<file path="src/rtl/regbank_arbiter.sv">
// 32-entry register bank with two round-robin-arbitrated write requesters,
// two combinational read ports and a sequential bulk-clear engine.
module regbank_arbiter #(
    parameter int DATA_W = 32,
    parameter int NREG   = 32
) (
    input  logic              clk,
    input  logic              rst,
    input  logic              wr0_valid,
    input  logic [4:0]        wr0_addr,
    input  logic [DATA_W-1:0] wr0_data,
    output logic              wr0_ready,
    input  logic              wr1_valid,
    input  logic [4:0]        wr1_addr,
    input  logic [DATA_W-1:0] wr1_data,
    output logic              wr1_ready,
    input  logic [4:0]        rd_addr_a,
    output logic [DATA_W-1:0] rd_data_a,
    input  logic [4:0]        rd_addr_b,
    output logic [DATA_W-1:0] rd_data_b,
    input  logic              clr_start,
    output logic              clr_busy,
    output logic              clr_done,
    output logic              last_grant
);

    typedef enum logic {
        IDLE  = 1'b0,
        CLEAR = 1'b1
    } state_t;

    state_t            state;
    logic [4:0]        clr_cnt;
    logic              rr_ptr;
    logic [DATA_W-1:0] regs [NREG];

    logic              wr_open;
    logic              grant0;
    logic              grant1;
    logic              accept;
    logic              served;
    logic [4:0]        wr_addr;
    logic [DATA_W-1:0] wr_data;

    // Handshake: a write transfers on a rising edge where valid && ready.
    // ready depends on valid (grant), so a requester must not wait for
    // ready before raising valid, and must hold its request until accepted.
    always_comb begin
        wr_open = (state == IDLE) && !clr_start && !rst;
        grant0  = wr0_valid && (!wr1_valid || !rr_ptr);
        grant1  = wr1_valid && (!wr0_valid || rr_ptr);
        accept  = wr_open && (grant0 || grant1);
        served  = grant1;
        wr_addr = served ? wr1_addr : wr0_addr;
        wr_data = served ? wr1_data : wr0_data;
    end

    assign wr0_ready = wr_open && grant0;
    assign wr1_ready = wr_open && grant1;
    assign clr_busy  = (state == CLEAR);

    // No write bypass: reads always see the pre-edge contents.
    assign rd_data_a = regs[rd_addr_a];
    assign rd_data_b = regs[rd_addr_b];

    always_ff @(posedge clk) begin
        if (rst) begin
            for (int i = 0; i < NREG; i++) begin
                regs[i] <= '0;
            end
            state      <= IDLE;
            clr_cnt    <= 5'd0;
            rr_ptr     <= 1'b0;
            last_grant <= 1'b0;
            clr_done   <= 1'b0;
        end else begin
            clr_done <= 1'b0;
            case (state)
                IDLE: begin
                    if (clr_start) begin
                        state   <= CLEAR;
                        clr_cnt <= 5'd0;
                    end else if (accept) begin
                        regs[wr_addr] <= wr_data;
                        rr_ptr        <= ~served;
                        last_grant    <= served;
                    end
                end
                CLEAR: begin
                    regs[clr_cnt] <= '0;
                    clr_cnt       <= clr_cnt + 5'd1;
                    if (clr_cnt == 5'd31) begin
                        state    <= IDLE;
                        clr_done <= 1'b1;
                    end
                end
                default: state <= IDLE;
            endcase
        end
    end

endmodule

</file>
<file path="config.mk">
export PLATFORM = sky130hd
export DESIGN_NAME = regbank_arbiter
export DESIGN_NICKNAME = d
export VERILOG_FILES = /design/src/rtl/regbank_arbiter.sv
export SDC_FILE = /design/constraint.sdc
export NUM_CORES = 2
export LEC_CHECK = 0
export ABC_AREA = 1
export BUFFER_PORTS_ARGS = -buffer_cell sky130_fd_sc_hd__buf_2
export CORE_ASPECT_RATIO = 1.4
export CORE_MARGIN = 4
export CORE_UTILIZATION = 30
export DETAILED_ROUTE_END_ITERATION = 16
export REMOVE_ABC_BUFFERS = 1
export SLEW_MARGIN = 5
export SYNTH_ARGS = -nofsm -noshare
export SYNTH_HDL_FRONTEND = slang
export SYNTH_SLANG_ARGS = --single-unit
export TNS_END_PERCENT = 5
</file>
<file path="constraint.sdc">
create_clock -name clk -period 2.4 [get_ports clk]
set_input_delay 0.12 -clock clk [delete_from_list [all_inputs] [get_ports clk]]
set_output_delay 0.12 -clock clk [all_outputs]
set_load 0.02 [all_outputs]
</file>
## Word-level counts from Yosys, hierarchy flattened

Memory sizes are Yosys's and may differ from the RTL's.
Cells that the tools add are included.

| operators by class | value |
|---|---|
| reductions and logical operators | 19 |
| add/sub/neg operators | 1 |
| equality and inequality tests | 2 |
| bitwise operators | 3 |
| mux-type cells | 24 |

Operators by type and width:

| kind | count |
|---|---|
| $mux 32 | 3 |
| $reduce_or 32->1 | 2 |
| $mux 5 | 4 |
| $mux 1 | 15 |
| $pmux 5 s2 | 1 |
| $logic_and 1x1->1 | 7 |
| $add 5x1->5 const B | 1 |
| $eq 5x5->1 const B | 1 |
| $logic_not 1->1 | 5 |
| $logic_or 1x1->1 | 3 |
| $not 1->1 | 3 |
| $reduce_and 3->1 | 1 |
| $ne 2x2->1 const B | 1 |
| $pmux 1 s2 | 1 |
| $reduce_or 2->1 | 1 |

| word-level totals | value |
|---|---|
| bits in registers | 9 |
| memories | 1 |
| word-level logic and storage cells | 55 |
| output and inout bits | 69 |
| bits in writable memories | 1,024 |
| input bits | 89 |

Memory list:

| name | depth | width | rd ports | clocked after Yosys merged registers in | wr ports | RTL line | source |
|---|---|---|---|---|---|---|---|
| regs | 32 | 32 | 2 | 0 | 32 | 35 | `logic [DATA_W-1:0] regs [NREG];` |

## Depth between registers and ports, before layout

| depth | value |
|---|---|
| depth in word-level cells | 13 |
| depth in mapped cells | 12 |

## Worst setup path after synthesis

OpenSTA, ideal clock, no wires.

| timing | value |
|---|---|
| kind | register to register |
| from | register state, in the netlist clr_busy |
| to | memory regs[26][0] (enable) |
| path slack | -354 ps |
| data required time | 2,011 ps |
| path buffers | 2 |
| cell stages (with the launch flop) | 11 |
| clock period less this slack | 2,754 ps |
| arrival time | 2,365 ps |
| cells stage by stage | dfxtp_1 inv_2 nor2_4 buf_2 nand2_1 nand2_1 nand2_1 nor2_4 nand2_2 buf_2 nand2_1 |

RTL lines:

| what | RTL line | source |
|---|---|---|
| start, declared | 32 | `state_t state;` |
| start signal, assigned | 71 | `state <= IDLE;` |
| start signal, assigned | 81 | `state <= CLEAR;` |
| start signal, assigned | 93 | `state <= IDLE;` |
| end, declared | 35 |  |

==> results.sh <==
export IMPL_leakage_uw=0.0282
export IMPL_syn_area_um2=57500
export IMPL_setup_viol=0
export IMPL_synth_top_area_share_pct=53.5
export IMPL_yosys_area_top_type="edfxtp_1"
export IMPL_routed_wl_um=234000
export IMPL_drtIter0Drc=7374
export IMPL_period_minus_slack_ns=2.38
export IMPL_wl_met1_um=83000
export IMPL_stdcell_count=9943
export IMPL_cts_max_level=3
export IMPL_crit_slowest_cell="edfxtp_1"
export IMPL_cts_max_path_buffers=3
export IMPL_n_fill_cell=19358
export IMPL_dr_wl_met3_um=22000
export IMPL_postSynthCellCount=7375
export IMPL_cts_sinks=1033
export IMPL_overflow=0
export IMPL_r2r_slack_ns=0.09
export IMPL_fin_crit_sh_pct=99.0
export IMPL_synthTopCellsByArea="edfxtp_1 (53%), nand2_1 (19%), nand3_1 (13%), nor2_1 (6.7%), clkbuf_1 (2.5%)"
export IMPL_viasPerCell=5.50
export IMPL_fin_area_um2=67500
export IMPL_final_util_pct=35.5
export IMPL_core_um2=190000
export IMPL_clk_latency_ns=0.74
export IMPL_start_util_pct=30.2
export IMPL_report_final_slew_viol_count=0
export IMPL_finalHoldViolations=0
export IMPL_ys_types=27
export IMPL_clk_pin_slew_worst_paths_ns=0.07
export IMPL_slew_headroom_pct=38.7
export IMPL_cts_setup_buffers=0
export IMPL_grt_use_total_pct=22.8
export IMPL_cts_buffers=100
export IMPL_synth_seq_area_share_pct=53.8
export IMPL_ctsRootBufferMaster="clkbuf_16"
export IMPL_final_layout_size_suffix_gt1_share_pct=11.4
export IMPL_routedWlPerCell_um=23.6
export IMPL_cts_tree="built"
export IMPL_status="complete, no violations"
export IMPL_dpl_hpwl_um=153000
export IMPL_first_global_vias=52263
export IMPL_fp_row_count=189
export IMPL_dp_cells=9722
export IMPL_highest_layer="met5"
export IMPL_hp_class="input pin to flip-flop"
export IMPL_avgSynthCellArea_um2=7.80
export IMPL_holdPathStages=4
export IMPL_skew_ns=0.0201
export IMPL_crit_chain="nand2_1 > nand3_1 > nand3_1 > nand2_2 > nand2_1 > nand2_1 > nand2_1 > nand2_2 > buf_2"
export IMPL_ys_seq_elements=1033
export IMPL_cpMostUsedCell="nand2_1"
export IMPL_criticalPathCategory="flip-flop to primary output"
export IMPL_cap_violations=0
export IMPL_grt_max_degree=96
export IMPL_async_reset_ff_share_pct=0
export IMPL_ios=158
export IMPL_grt_pass1_wl_um=341000
export IMPL_crit_required_ns=2.28
export IMPL_die_h_um=526
export IMPL_antenna_found_initial=6
export IMPL_dpl_cell_area_um2=63800
export IMPL_yosys_warnings=0
export IMPL_pwr_density_cell_nw_per_um2=670
export IMPL_worstSetupStartpointType="flip-flop"
export IMPL_dr_pass1_iters=9
export IMPL_critPathMaxFanout=2
export IMPL_wl_met2_um=114000
export IMPL_tightest_slew_ns=0.920
export IMPL_end_kind="primary output"
export IMPL_synthTopCellsByCount="nand2_1 (2956), nand3_1 (1550), nor2_1 (1031)"
export IMPL_critPathMaxStageDelay_ns=0.39
export IMPL_fin_nets=7460
export IMPL_max_freq_mhz=421
export IMPL_die_area_um2=199000
export IMPL_numPortBuffers=157
export IMPL_rsz0062_at_grt="yes"
export IMPL_die_w_um=378
export IMPL_synth_edf_count=1024
export IMPL_ir_drop_mv=0.544
export IMPL_antenna_left=0
export IMPL_gp_congestion=0.907
export IMPL_arrival_ns=2.26
export IMPL_synth_flop_cell="edfxtp_1"
export IMPL_drc=0
export IMPL_p_total_uw=45300
export IMPL_vias=54710
export IMPL_synth_most_common_cell="nand2_1"
export IMPL_reg2reg_depth=11
export IMPL_area_growth_pct=17.5
final timing paths:
| check | startpoint | end |
|---|---|---|
| worst min-delay path | wr1_data[25] | regs[29][25] |
| worst max-delay path | regs[7][25] | rd_data_a[25] |
| worst max register to register | rr_ptr | regs[16][29] |
| worst min register to register | clr_cnt[3] | clr_cnt[3] |
critical path, delay by kind of cell, from the launching register on:
family	cells	cell delay, ns
AND/OR/NAND/NOR	8	0.93
buffers and inverters	1	0.19
flip-flops	1	0.39
registers in the layout, summed over array words and instances (netlist names):
signal / count
clr_busy: 1
clr_cnt: 5
regs: 1024
rr_ptr: 1
clr_done: 1
last_grant: 1
kinds of logic (layout without fill, tap and decap cells):
family,count (synthesis),after routing,share of synthesized area (%)
buf+inv,671,753,4.88
compound gates,67,67,0.727
fa+ha+maj,2,2,0.0435
other cells,0,3,0
flops,1033,1033,53.8
simple gates,5602,5602,40.6
per-layer routing:
metal,up-vias,track usage [%]
li1,24276,-
met1,26089,27.2
met2,3550,38.7
met3,791,3.27
met4,4,13.6
met5,-,0
layout by cell type, fill, tap and decap left out, types with 14 or more instances in the layout:
master / netlist / routed
clkbuf_16: 0 / 100
nor2_1: 1031 / 1031
dlygate4sd3_1: 0 / 28
clkinv_1: 1 / 22
buf_2: 182 / 146
nand2_4: 14 / 17
nand2_1: 2956 / 2870
o21bai_2: 0 / 24
nand2_2: 25 / 108
clkinv_2: 0 / 29
inv_1: 20 / 14
edfxtp_1: 1024 / 1024
nand3_1: 1550 / 1547
o21ai_0: 28 / 28
buf_4: 4 / 178
buf_12: 0 / 173
power breakdown:
| part | internal [uW] | switching, uW |
|---|---|---|
| logic | 2260 | 5510 |
| registers | 20600 | 436 |
| clock network | 9010 | 7470 |
| total | 31900 | 13400 |
final cells by class:
type	instances	area (um2)	share of cell area [%]
clock buffers	112	2550	3.77
clock inverters	78	768	1.14
diodes	3	7.51	0.0111
well taps	2483	3110	4.60
multi-input cells	5671	24100	35.7
repair buffers	535	5930	8.79
flip-flops and latches	1033	30900	45.8
inverters	28	150	0.222
metrics by stage:
| step | setup slack [ns] | hold WS (ns) | setup TNS (ns) |
|---|---|---|---|
| 2_1_floorplan | -2.45 | 0.189 | -906.79 |
| 3_3_place_gp | 0.00560 | 0.435 | 0 |
| 3_5_place_dp | 0.0558 | 0.440 | 0 |
| 4_1_cts | -0.00617 | 0.0150 | -0.00617 |
| 5_1_grt | -0.0632 | 0.0655 | -0.194 |
| 6_report | 0.0229 | 0.0427 | 0 |
repair_timing:
action                                  in CTS  in global routing
hold buffers                                28                  0
resized for setup                           11                 54
endpoints found under the setup margin      10                185
hold endpoints to repair                   720                  0
pin swaps                                    2                  8
Note: power is estimated with default switching activity, not from simulation.
